--- config.mk ---
export PLATFORM = sky130hd
export DESIGN_NAME = instruction_fetch_flat
export DESIGN_NICKNAME = d
export VERILOG_FILES = /design/src/rtl/instruction_fetch_if.sv /design/src/rtl/instruction_fetch.sv /design/src/flat_wrapper.sv
export SDC_FILE = /design/constraint.sdc
export NUM_CORES = 1
export LEC_CHECK = 0
export CORE_ASPECT_RATIO = 0.6
export CORE_MARGIN = 2
export CORE_UTILIZATION = 45
export CTS_CLUSTER_DIAMETER = 60
export DETAILED_ROUTE_END_ITERATION = 10
export DONT_BUFFER_PORTS = 1
export PLACE_DENSITY = 0.66
export REMOVE_ABC_BUFFERS = 1
export SYNTH_ARGS = -nofsm -noshare
export SYNTH_HDL_FRONTEND = slang
export SYNTH_SLANG_ARGS = --single-unit
--- constraint.sdc ---
create_clock -name clk -period 8.35 [get_ports clk]
set_input_delay 0.835 -clock clk [delete_from_list [all_inputs] [get_ports clk]]
set_output_delay 0.835 -clock clk [all_outputs]
set_load 0.05 [all_outputs]
--- src/rtl/instruction_fetch_if.sv ---
// Instruction-memory read port between the fetch stage (master) and instruction memory (slave).
interface instruction_fetch_if #(
    parameter int INSTRUCTION_WIDTH = 32,
    parameter int ADDRESS_WIDTH     = 32
);
    logic                         inst_mem_rd_en;
    logic [ADDRESS_WIDTH-1:0]     inst_mem_addr;
    logic                         inst_mem_gnt;
    logic                         inst_mem_valid;
    logic [INSTRUCTION_WIDTH-1:0] inst_mem_data;

    modport master (
        output inst_mem_rd_en, inst_mem_addr,
        input  inst_mem_gnt, inst_mem_valid, inst_mem_data
    );

    modport slave (
        input  inst_mem_rd_en, inst_mem_addr,
        output inst_mem_gnt, inst_mem_valid, inst_mem_data
    );
endinterface

--- src/rtl/instruction_fetch.sv ---
// Fetch stage: owns the PC, issues word reads, buffers in-order returns and feeds decode.
// Define FETCH_PERF_CNT_EN to add the fetch/bubble performance counters.
module instruction_fetch #(
    parameter int                       INSTRUCTION_WIDTH = 32,
    parameter int                       ADDRESS_WIDTH     = 32,
    parameter logic [ADDRESS_WIDTH-1:0] RESET_PC          = '0,
    parameter int                       FIFO_DEPTH        = 4
) (
    input  logic                         clk,
    input  logic                         rst,
    instruction_fetch_if.master          mem,
    input  logic                         stall_in,
    input  logic                         branch_taken_in,
    input  logic [ADDRESS_WIDTH-1:0]     branch_target_in,
    output logic [INSTRUCTION_WIDTH-1:0] instruction_out,
    output logic [ADDRESS_WIDTH-1:0]     pc_out,
    output logic                         valid_out
`ifdef FETCH_PERF_CNT_EN
    ,
    output logic [31:0]                  fetch_count_out,
    output logic [31:0]                  bubble_count_out
`endif
);
    localparam int PW = $clog2(FIFO_DEPTH);
    localparam int CW = PW + 1;

    typedef enum logic [1:0] {ST_RESET, ST_FETCH, ST_FLUSH} state_t;

    typedef struct packed {
        logic [ADDRESS_WIDTH-1:0]     pc;
        logic [INSTRUCTION_WIDTH-1:0] instr;
    } fetch_entry_t;

    state_t                   state, state_nxt;
    logic [ADDRESS_WIDTH-1:0] pc, resp_pc, redirect_pc;
    fetch_entry_t             fifo_mem [FIFO_DEPTH];
    fetch_entry_t             head, resp_entry;
    logic [PW-1:0]            rd_ptr, wr_ptr;
    logic [CW-1:0]            fifo_count, outstanding, discard_cnt, discard_nxt;
    logic [CW:0]              in_flight;
    logic                     redirect, resp, drop, accept, issued;
    logic                     take, push, pop, fifo_empty;
    logic                     tgt_low_unused;

    assign redirect       = branch_taken_in;
    assign redirect_pc    = {branch_target_in[ADDRESS_WIDTH-1:2], 2'b00};
    assign tgt_low_unused = ^branch_target_in[1:0];

    assign resp       = mem.inst_mem_valid;
    assign drop       = resp && (redirect || discard_cnt != '0);
    assign accept     = resp && !drop;
    assign issued     = mem.inst_mem_rd_en && mem.inst_mem_gnt;
    assign fifo_empty = (fifo_count == '0);
    assign in_flight  = {1'b0, fifo_count} + {1'b0, outstanding};

    // Decode takes a word each unstalled cycle; an empty FIFO lets the arriving word bypass.
    assign take = !redirect && !stall_in;
    assign pop  = take && !fifo_empty;
    assign push = accept && !(take && fifo_empty);

    // Accepted responses arrive strictly in order, so their PC is a running counter.
    assign head       = fifo_mem[rd_ptr];
    assign resp_entry = '{pc: resp_pc, instr: mem.inst_mem_data};

    always_comb begin
        discard_nxt = discard_cnt;
        if (redirect)
            discard_nxt = outstanding - CW'(resp);
        else if (resp && discard_cnt != '0)
            discard_nxt = discard_cnt - CW'(1);
    end

    always_ff @(posedge clk) begin
        if (rst) state <= ST_RESET;
        else     state <= state_nxt;
    end

    always_comb begin
        state_nxt = state;
        case (state)
            ST_RESET:           state_nxt = ST_FETCH;
            ST_FETCH, ST_FLUSH: state_nxt = (discard_nxt != '0) ? ST_FLUSH : ST_FETCH;
            default:            state_nxt = ST_RESET;
        endcase
    end

    always_comb begin
        mem.inst_mem_rd_en = 1'b0;
        if ((state == ST_FETCH || state == ST_FLUSH) && !redirect &&
            in_flight < (CW+1)'(FIFO_DEPTH))
            mem.inst_mem_rd_en = 1'b1;
    end

    assign mem.inst_mem_addr = pc;

    always_ff @(posedge clk) begin
        if (push) fifo_mem[wr_ptr] <= resp_entry;
    end

    always_ff @(posedge clk) begin
        if (rst) begin
            pc              <= RESET_PC;
            resp_pc         <= RESET_PC;
            rd_ptr          <= '0;
            wr_ptr          <= '0;
            fifo_count      <= '0;
            outstanding     <= '0;
            discard_cnt     <= '0;
            instruction_out <= '0;
            pc_out          <= '0;
            valid_out       <= 1'b0;
        end else begin
            outstanding <= outstanding + CW'(issued) - CW'(resp);
            discard_cnt <= discard_nxt;
            if (redirect) begin
                pc              <= redirect_pc;
                resp_pc         <= redirect_pc;
                rd_ptr          <= '0;
                wr_ptr          <= '0;
                fifo_count      <= '0;
                instruction_out <= '0;
                valid_out       <= 1'b0;
            end else begin
                if (issued) pc <= pc + ADDRESS_WIDTH'(4);
                if (accept) resp_pc <= resp_pc + ADDRESS_WIDTH'(4);
                if (push)   wr_ptr <= wr_ptr + PW'(1);
                if (pop)    rd_ptr <= rd_ptr + PW'(1);
                fifo_count <= fifo_count + CW'(push) - CW'(pop);
                if (!stall_in) begin
                    if (!fifo_empty) begin
                        instruction_out <= head.instr;
                        pc_out          <= head.pc;
                        valid_out       <= 1'b1;
                    end else if (accept) begin
                        instruction_out <= resp_entry.instr;
                        pc_out          <= resp_entry.pc;
                        valid_out       <= 1'b1;
                    end else begin
                        instruction_out <= '0;
                        valid_out       <= 1'b0;
                    end
                end
            end
        end
    end

    // A response with nothing outstanding means the memory broke the protocol.
    assert property (@(posedge clk) disable iff (rst) mem.inst_mem_valid |-> outstanding != '0);

`ifdef FETCH_PERF_CNT_EN
    always_ff @(posedge clk) begin
        if (rst) begin
            fetch_count_out  <= '0;
            bubble_count_out <= '0;
        end else if (!stall_in) begin
            if (valid_out && fetch_count_out != '1)
                fetch_count_out <= fetch_count_out + 32'd1;
            if (!valid_out && bubble_count_out != '1)
                bubble_count_out <= bubble_count_out + 32'd1;
        end
    end
`endif
endmodule
--- src/flat_wrapper.sv ---
// flat-port wrapper written by rule: the top's interface ports become plain ports
module instruction_fetch_flat 
#(
    parameter int                       INSTRUCTION_WIDTH = 32,
    parameter int                       ADDRESS_WIDTH     = 32,
    parameter logic [ADDRESS_WIDTH-1:0] RESET_PC          = '0,
    parameter int                       FIFO_DEPTH        = 4
)
  (clk, rst, stall_in, branch_taken_in, branch_target_in, instruction_out, pc_out, valid_out, mem_inst_mem_rd_en, mem_inst_mem_addr, mem_inst_mem_gnt, mem_inst_mem_valid, mem_inst_mem_data);
  instruction_fetch_if #(.INSTRUCTION_WIDTH(INSTRUCTION_WIDTH), .ADDRESS_WIDTH(ADDRESS_WIDTH)) mem_i ();
  input  logic clk;
  input  logic rst;
  input  logic stall_in;
  input  logic branch_taken_in;
  input  logic [ADDRESS_WIDTH-1:0] branch_target_in;
  output logic [INSTRUCTION_WIDTH-1:0] instruction_out;
  output logic [ADDRESS_WIDTH-1:0] pc_out;
  output logic valid_out;
  output wire logic [$bits(mem_i.inst_mem_rd_en)-1:0] mem_inst_mem_rd_en;
  output wire logic [$bits(mem_i.inst_mem_addr)-1:0] mem_inst_mem_addr;
  input wire logic [$bits(mem_i.inst_mem_gnt)-1:0] mem_inst_mem_gnt;
  input wire logic [$bits(mem_i.inst_mem_valid)-1:0] mem_inst_mem_valid;
  input wire logic [$bits(mem_i.inst_mem_data)-1:0] mem_inst_mem_data;
  assign mem_inst_mem_rd_en = mem_i.inst_mem_rd_en;
  assign mem_inst_mem_addr = mem_i.inst_mem_addr;
  assign mem_i.inst_mem_gnt = mem_inst_mem_gnt;
  assign mem_i.inst_mem_valid = mem_inst_mem_valid;
  assign mem_i.inst_mem_data = mem_inst_mem_data;
  instruction_fetch #(.INSTRUCTION_WIDTH(INSTRUCTION_WIDTH), .ADDRESS_WIDTH(ADDRESS_WIDTH), .RESET_PC(RESET_PC), .FIFO_DEPTH(FIFO_DEPTH)) u_core (.clk(clk), .rst(rst), .mem(mem_i), .stall_in(stall_in), .branch_taken_in(branch_taken_in), .branch_target_in(branch_target_in), .instruction_out(instruction_out), .pc_out(pc_out), .valid_out(valid_out));
endmodule
# Word-level counts from Yosys, hierarchy flattened
# Memory sizes are Yosys's and may differ from the RTL's. A register that Yosys moved wholly into a read port is not among the register bits.
# Cells that the tools add are included.
[totals]
ff_bits = 144
mem_count = 1
ram_bits = 256
[mem_list]
columns = ["memory", "words", "word_bits", "read_ports", "rd_ports_with_merged_regs", "write_ports", "line", "rtl"]
rows = [
  ["u_core.fifo_mem", 4, 64, 1, 1, 1, "instruction_fetch.sv:36", "fetch_entry_t fifo_mem [FIFO_DEPTH];"],
]
[op_classes]
add_sub_neg = 11
order_cmp = 1
bitwise = 2
n_mux = 19
n_reduce_logical = 26
eq_ne = 3
[ops]
columns = ["op", "n"]
rows = [
  ["two-way mux 32 bit", 8],
  ["adder 32 x 3 -> 32 bit, second input constant", 2],
  ["logical AND 1 bit", 10],
  ["subtractor 3 x 1 -> 3 bit", 3],
  ["adder 3 x 1 -> 3 bit", 2],
  ["two-way mux 2 bit", 3],
  ["two-way mux 3 bit", 2],
  ["nonzero test 3 bit", 2],
  ["logical NOT 1 bit", 5],
  ["two-way mux 1 bit", 5],
  ["adder 2 x 1 -> 2 bit, second input constant", 2],
  ["adder 3 x 3 -> 4 bit", 1],
  ["< comparator 4 x 3 -> 1 bit, second input constant", 1],
  ["case mux 2 bit (2 select lines)", 1],
  ["nonzero test 2 bit", 2],
  ["OR reduction 2 bit", 2],
  ["logical NOT 3 bit", 1],
  ["AND reduction 3 bit", 1],
  ["subtractor 3 x 1 -> 3 bit, second input constant", 1],
  ["== test 2 x 1 -> 1 bit, second input constant", 1],
  ["== test 2 bit, second input constant", 1],
  ["logical NOT 2 bit", 1],
  ["logical OR 1 bit", 2],
  ["!= test 2 x 1 -> 1 bit, second input constant", 1],
  ["NOT 1 bit", 2],
]

# Depth between registers and ports, before layout
# Gate-level depths: netlist of the first run.
[depth]
ltp_word = 8
mapped_depth = 10
depth_no_buf = 9

# Worst setup path before layout of the first run
# No wires, ideal clock.
[synth_path]
path_type = "input to register"
startpoint = "input port mem_inst_mem_valid"
endpoint = "memory u_core.fifo_mem[0][0] in the netlist's numbering, enable pin"
path_slack_ps = 4838
arrival_time_ps = 3086
required_ps = 7924
setup_time_ps = 426
stages = 4
path_cell_list = "buf_2 nand3b_2 nor3_2 and2_1"
[synth_between]
elab_chain_cells = 6
[synth_lines]
columns = ["item", "line", "rtl"]
rows = [
  ["from (decl)", "flat_wrapper.sv:22", "input wire logic [$bits(mem_i.inst_mem_valid)-1:0] mem_inst_mem_valid;"],
  ["logical AND 1 bit", "instruction_fetch.sv:50", "assign drop = resp && (redirect || discard_cnt != '0);"],
  ["logical NOT 1 bit", "instruction_fetch.sv:51", "assign accept = resp && !drop;"],
  ["logical AND 1 bit (*)", "instruction_fetch.sv:51", ""],
  ["logical AND 1 bit (*)", "instruction_fetch.sv:59", "assign push = accept && !(take && fifo_empty);"],
  ["two-way mux 1 bit (*)", "instruction_fetch.sv:97", "if (push) fifo_mem[wr_ptr] <= resp_entry;"],
  ["two-way mux 1 bit (implied by the code) (*)", "instruction_fetch.sv:97", ""],
  ["to (decl)", "instruction_fetch.sv:36", ""],
]
# Every way passes the cells marked *; elsewhere a longest branch is shown, timed or not.

# Worst setup path after layout of the first run
[layout_path]
startpoint = "register u_core.discard_cnt[0]"
endpoint = "memory u_core.fifo_mem[2][35] in the netlist's numbering, enable pin"
[layout_between]
elab_chain_cells = 8
[layout_lines]
columns = ["item", "line", "rtl"]
rows = [
  ["from (decl)", "instruction_fetch.sv:39", "logic [CW-1:0] fifo_count, outstanding, discard_cnt, discard_nxt;"],
  ["from (signal assigned)", "instruction_fetch.sv:114", "discard_cnt <= discard_nxt;"],
  ["nonzero test 3 bit", "instruction_fetch.sv:50", ""],
  ["logical OR 1 bit", "instruction_fetch.sv:50", ""],
  ["logical AND 1 bit", "instruction_fetch.sv:50", ""],
  ["logical NOT 1 bit", "instruction_fetch.sv:51", ""],
  ["logical AND 1 bit", "instruction_fetch.sv:51", ""],
  ["logical AND 1 bit", "instruction_fetch.sv:59", ""],
  ["two-way mux 1 bit", "instruction_fetch.sv:97", ""],
  ["two-way mux 1 bit (implied by the code)", "instruction_fetch.sv:97", ""],
]
# Every way passes these cells.

==> results by group, run 1 <==
Run status
  • Status: finished clean

Clock tree
  • H-tree levels: 2
  • Clock tree from TritonCTS: built
  • Clock buffer count from CTS: 39
  • Root Driver: sky130_fd_sc_hd__clkbuf_16
  • Clock slew seen by the registers of the worst setup and hold paths: 70 ps
  • Post-cts gate resize count: 0
  • Quantity of hold-fixing buffers added after cts: 0
  • Deepest clock path buffer count: 3
  • Sinks on the clock net: 388
  • Clock latency of the later-clocked register in the worst-skew pair: ~550 ps
  • Post-CTS Setup Inserts: 0

Setup path
  • Highest fanout seen on the critical path: 33
  • Category of the worst setup path launch point: flop
  • Data required time at the worst endpoint: 8510 ps
  • Worst Path Class, Setup: flop to flop
  • Arrival time reported for the critical path endpoint: 3550 ps
  • Crit end category: flop

Synth
  • Post-synthesis share of cell area spent on xor and xnor gates: 2.623%
  • Adder-cell share of the synthesized area: about 1.7%
  • Multiplexer fraction of the synthesized cell area: under 10%
  • Synth Area per Inst: 13.81 um2
  • Top cell type's share of synthesized area: 46.47%
  • Predominant post-synthesis flop cell: sky130_fd_sc_hd__edfxtp_1
  • Largest area contributor in the netlist: sky130_fd_sc_hd__edfxtp_1
  • Number of synthesis warnings: 0
  • Cell types with the largest area share after synthesis: sky130_fd_sc_hd__edfxtp_1, sky130_fd_sc_hd__dfxtp_1, sky130_fd_sc_hd__mux4_2
  • Synthesis-stage register bit count: 388
  • Simple-gate area share of the yosys netlist: about an eighth
  • Largest family of logic cells by synthesized area: simple AND/OR/NAND/NOR gates
  • Complex-gate fraction of the synthesized area: 8.268%
  • Share of synthesized registers carrying an async set or reset: 0%
  • EDFF count, synth: 248
  • Share of the yosys chip area belonging to registers: 63.96%
  • Count of mapped cells out of synthesis: 1,160
  • Mapped Area: approximately 16,000 um2
  • Post-synthesis cell type count: 68

Route
  • WL/cell: approximately 23 um
  • First-pass iteration count of the detailed router: 7
  • Mean number of vias per cell: slightly below 6
  • Total met3 wirelength after detailed routing: ~2900 um
  • Highest layer used for signal routing: met4
  • Residual DRC: 0
  • Total vias in the final route: 9,705
  • Number of nets with antenna violations after detailed routing: 0
  • Met2 wire length: 16,620 um
  • 1st-iter DRT viols: 779
  • Aggregate routed wire length: approximately 38,000 um
  • Routed metal-1 wirelength: between 15,000 and 20,000 um

Global route
  • Combined global-route utilization of all metal layers: about a fifth
  • Global-route wire length before repair: 57,730 um
  • Antenna violations before repair: 2
  • Pin count of the biggest net entering global routing: 79
  • Overflow left after global routing: 0
  • Vias in the first global route: 9,419

Placement
  • PortBufs: 0
  • Placed insts: 1,566
  • Half-perimeter wire length after placement: ~23,000 um
  • RePlAce Congestion: 0.8364

Timing
  • Fraction of the cycle the final worst path needs: 40.64%
  • Final hold violation count: 0
  • Measured slew at the worst slew-check pin: 1097 ps
  • Final Slew Violations: 0
  • Finish-stage setup viols: 0
  • Tightest slew margin relative to the limit: 26.29%
  • Final Critical Period: 3393 ps
  • Final clock skew: 27.31 ps
  • Achievable Freq: 294.7 MHz
  • Setup TNS after final layout: 0 ps
  • Setup repair after global routing missed its margin: false

Floorplan
  • Floorplan row count: 53
  • Height of the die: 150.2 um
  • Core region area: approximately 35,000 um2
  • # IOs: approximately 170
  • Die area: 37,190 um2
  • Initial cell density of the core: 45.77%
  • Die width: about 250 um

Pwr
  • LEAKAGE: 5.573 nW
  • Power density of the placed cells: 245.5 nW/um2
  • Maximum resistive drop on vdd: 0.0001295 V

Finish
  • Filler-free cell count of the finished design: ~1.6k
  • Commonest non-fill, non-tap cell in the layout: sky130_fd_sc_hd__edfxtp_1
  • Top library cells by usage in the layout, fill and taps aside: sky130_fd_sc_hd__edfxtp_1, sky130_fd_sc_hd__dfxtp_1, sky130_fd_sc_hd__nand2_1
  • Synth-to-layout area growth: 10.39%
  • Layout net count: 1,230
  • Fraction of layout cells with a size suffix above 1: between 10% and 20%

Job
  • Max-cap violation count: 0

Min path
  • Hold/Removal Path Class: input pin to flop
-- critical path: stages, from the launching register on --
cell	delay, ps
sky130_fd_sc_hd__dfxtp_1	320
sky130_fd_sc_hd__inv_1	90
sky130_fd_sc_hd__ha_1	290
sky130_fd_sc_hd__nand3b_2	340
sky130_fd_sc_hd__nor3_2	500
sky130_fd_sc_hd__and2_2	840
sky130_fd_sc_hd__buf_4	590
-- worst paths after layout --
kind | from | to | slack (ps) | cells past startpoint
worst min register to register | u_core.rd_ptr[0] | flop | 550 | 2
worst max-delay path | u_core.discard_cnt[0] | u_core.fifo_mem[2][35] | 4960 | 6
worst min-delay path | rst | u_core.pc_out[11] | 360 | 1
worst max register to register | u_core.discard_cnt[0] | u_core.fifo_mem[2][35] | 4960 | 6
-- logic make-up after synthesis --
group	after synthesis
compound gates	177
xor+xnor	48
fa+ha+maj	20
buf+inv	101
flops	388
mux	66
other cells	1
simple gates	359
-- final cells by class --
type	instances	area [um2]
fill	2938	17320
sequential	388	10250
multi-input combinational	674	5360
clock buffer	51	1082
tap	467	584.3
clock inverter	21	220.2
inverter	25	93.84
timing repair buffer	12	90.09
antenna	2	5.005
-- metal layers --
layer	track usage, %	vias to the layer above
li1	-	4405
met1	30.63	4944
met2	29.46	314
met3	5.561	42
met4	5.389	0
met5	0	-
-- report_power, final --
part | switching [mW] | internal [mW]
combinational | 0.170 | 0.118
clock | 0.758 | 1.02
sequential | 0.167 | 2.11
total | 1.10 | 3.25
-- registers in the layout, indices dropped and copies added, names as in the netlist, named ones only --
| signal | cells |
|---|---|
| u_core.rd_ptr | 2 |
| u_core.discard_cnt | 3 |
| u_core.mem.inst_mem_addr | 30 |
| u_core.valid_out | 1 |
| u_core.state | 2 |
| u_core.fifo_count | 3 |
| u_core.instruction_out | 32 |
| u_core.fifo_mem | 248 |
| u_core.outstanding | 3 |
| u_core.pc_out | 30 |
| u_core.wr_ptr | 2 |
| u_core.resp_pc | 30 |
-- cells in the mapped netlist, types with 21 or more instances --
master / number
sky130_fd_sc_hd__nor3_1: 43
sky130_fd_sc_hd__a21oi_1: 21
sky130_fd_sc_hd__dfxtp_1: 140
sky130_fd_sc_hd__nand2_1: 103
sky130_fd_sc_hd__edfxtp_1: 248
sky130_fd_sc_hd__xor2_1: 22
sky130_fd_sc_hd__nand4_1: 22
sky130_fd_sc_hd__nor2b_1: 35
sky130_fd_sc_hd__clkbuf_1: 50
sky130_fd_sc_hd__a311oi_1: 36
sky130_fd_sc_hd__nor2_1: 71
sky130_fd_sc_hd__a221oi_1: 34
sky130_fd_sc_hd__xnor2_1: 26
sky130_fd_sc_hd__inv_1: 24
sky130_fd_sc_hd__mux4_2: 62
-- stage by stage --
stage	total power [mW]	utilization (%)	hold WS (ps)	instance area, um2	setup slack [ps]
3_5_place_dp	2.605	46.79	529.2	16380	4820
6_report	4.343	50.53	360.7	17690	4957
3_3_place_gp	2.596	46.79	491.7	16380	4860
4_1_cts	4.386	50.51	333.4	17690	4915
2_1_floorplan	2.513	-	484.7	15680	4393
5_1_grt	4.515	50.53	323.7	17690	4757
(Power assumes the default switching activity.)
==> inputs of run 2 (changes only) <==
clock period = 3.2 ns   (was 8.35 ns; I/O delays follow)
==> run 2 against run 1 <==
Power grew to 2.6 times the previous value. Via count is 3.1% higher. Wire length is 5.0% higher. Largest power group unchanged.
==> results by group, run 2 (synthesis gave the netlist of run 1 again) <==
Timing
  • Achievable Freq: 395.7 MHz
  • Finish-stage setup viols: 0
  • Setup repair after global routing missed its margin: false
  • Final hold violation count: 0
  • Final Slew Violations: 0
  • Tightest slew margin relative to the limit: 32.49%
  • Measured slew at the worst slew-check pin: 1009 ps
  • Setup TNS after final layout: 0 ps
  • Final Critical Period: 2527 ps
  • Setup slack of the critical path after layout: 672.8 ps
  • Fraction of the cycle the final worst path needs: 78.97%
  • Final clock skew: 18.02 ps

Finish
  • Filler-free cell count of the finished design: roughly 1.7k
  • Commonest non-fill, non-tap cell in the layout: sky130_fd_sc_hd__edfxtp_1
  • Multi-input combinational cell area: between 5000 and 6000 um2
  • Synth-to-layout area growth: 15.66%
  • Largest register FFs: around 250
  • Layout net count: around 1.3k
  • Post-route cell area: 18,540 um2
  • Top library cells by usage in the layout, fill and taps aside: sky130_fd_sc_hd__edfxtp_1, sky130_fd_sc_hd__dfxtp_1, sky130_fd_sc_hd__nand2_1
  • Largest register by flop count: u_core.fifo_mem
  • Register area: ~10,000 um2
  • Registers with the most flip-flops: u_core.fifo_mem (248), u_core.instruction_out (32)
  • Antenna diode count: 0
  • Fillers: about 2.9k
  • Fraction of layout cells with a size suffix above 1: ~15%

Setup path
  • Arrival time reported for the critical path endpoint: 2980 ps
  • Worst Path Class, Setup: flop to flop
  • Highest fanout seen on the critical path: 18
  • Category of the worst setup path launch point: flop
  • Data required time at the worst endpoint: 3650 ps
  • Crit end category: flop

Route
  • Total vias in the final route: around 10k
  • First-pass iteration count of the detailed router: 5
  • 1st-iter DRT viols: between 700 and 800
  • WL/cell: roughly 23 um
  • Aggregate routed wire length: between 30,000 and 40,000 um
  • Mean number of vias per cell: ~5.8
  • Number of nets with antenna violations after detailed routing: 0
  • Residual DRC: 0

Clock tree
  • Clock slew seen by the registers of the worst setup and hold paths: 60 ps
  • Clock tree from TritonCTS: built
  • Clock latency of the later-clocked register in the worst-skew pair: 550 ps
  • Post-CTS Setup Inserts: 0
  • Deepest clock path buffer count: 3
  • Quantity of hold-fixing buffers added after cts: 57
  • Post-cts gate resize count: 0
  • H-tree levels: 2
  • Root Driver: sky130_fd_sc_hd__clkbuf_16
  • Clock buffer count from CTS: 38
  • Sinks on the clock net: 388

Floorplan
  • Core region area: ~35,000 um2
  • Floorplan row count: 53
  • Die width: 247.6 um
  • # IOs: 168
  • Initial cell density of the core: 45.77%
  • Die area: 37,190 um2
  • Height of the die: 150.2 um

Placement
  • Half-perimeter wire length after placement: 24,270 um
  • Placed insts: between 1.5k and 2k
  • RePlAce Congestion: 0.8517
  • Placed inst area: 16,700 um2
  • PortBufs: 0
  • Worst slack after detailed placement: 733.1 ps

Global route
  • Vias in the first global route: ~9.7k
  • Antenna violations before repair: 3
  • Combined global-route utilization of all metal layers: 21.43%
  • Pin count of the biggest net entering global routing: 71
  • Overflow left after global routing: 0
  • Global-route wire length before repair: 59,560 um

Job
  • Max-cap violation count: 0

Pwr
  • Power density of the placed cells: 610.0 nW/um2
  • Maximum resistive drop on vdd: 0.0003975 V
  • LEAKAGE: 5.963 nW

Run status
  • Status: finished clean

Min path
  • Hold/Removal Path Class: input pin to flop
[run 2: cell types whose count changed in the layout (fill, tap and decap cells not counted), sizes merged]
| cell | before | now |
|---|---|---|
| buf | 12 | 40 |
| bufinv | 3 | 2 |
| clkbuf | 51 | 50 |
| clkinv | 13 | 12 |
| clkinvlp | 2 | 0 |
| diode | 2 | 0 |
| dlygate4sd3 | 0 | 55 |
| inv | 28 | 31 |
[run 2: critical path: stages (launching register included)]
cell                       delay [ps]
sky130_fd_sc_hd__dfxtp_1          350
sky130_fd_sc_hd__inv_1             50
sky130_fd_sc_hd__ha_1             300
sky130_fd_sc_hd__nor2b_1          200
sky130_fd_sc_hd__nand4_2          120
sky130_fd_sc_hd__buf_4            220
sky130_fd_sc_hd__inv_2            320
sky130_fd_sc_hd__nand2_1          260
sky130_fd_sc_hd__o31a_1           340
sky130_fd_sc_hd__a311oi_1         270
[run 2: metrics by stage]
| stage | hold slack [ps] | util (%) | power, mW |
|---|---|---|---|
| floorplan | 389.1 | - | 6.557 |
| global placement | 406.5 | 47.71 | 6.808 |
| detailed placement | 409.0 | 47.71 | 6.839 |
| CTS | 1.250 | 52.94 | 11.42 |
| global route | 12.90 | 52.94 | 11.74 |
| finish | 24.47 | 52.94 | 11.31 |
[run 2: final cells by class]
class / count / share of cell area, %
Timing Repair Buffer: 95 / 5.441
Clock buffer: 50 / 5.697
Inverter: 25 / 0.5063
Clock inverter: 20 / 0.9585
Multi-Input combinational cell: 674 / 28.92
Tap cell: 467 / 3.152
Sequential cell: 388 / 55.33
[run 2: worst paths after layout]
| path | startpoint | to | slack, ps | depth (start not counted) |
|---|---|---|---|---|
| worst min-delay path | branch_target_in[29] | u_core.resp_pc[29] | 20 | 2 |
| worst max-delay path | u_core.state[1] | u_core.mem.inst_mem_addr[30] | 670 | 9 |
| worst min register to register | u_core.rd_ptr[0] | flop | 540 | 2 |
| worst max register to register | u_core.state[1] | u_core.mem.inst_mem_addr[30] | 670 | 9 |
[run 2: where the power goes]
| group | internal, mW | switching [mW] | total [mW] |
|---|---|---|---|
| registers | 5.50 | 0.380 | 5.88 |
| clock network | 2.52 | 1.93 | 4.45 |
| logic | 0.392 | 0.586 | 0.978 |
| total | 8.41 | 2.90 | 11.3 |
[run 2: metal layers]
| layer | up-vias | GRT usage [%] | wire length (um) |
|---|---|---|---|
| met5 | - | 0 | 0 |
| met3 | 53 | 5.686 | 3101 |
| met1 | 5052 | 32.00 | 18420 |
| met2 | 320 | 31.35 | 17690 |
| li1 | 4581 | - | - |
| met4 | 0 | 4.701 | 579 |
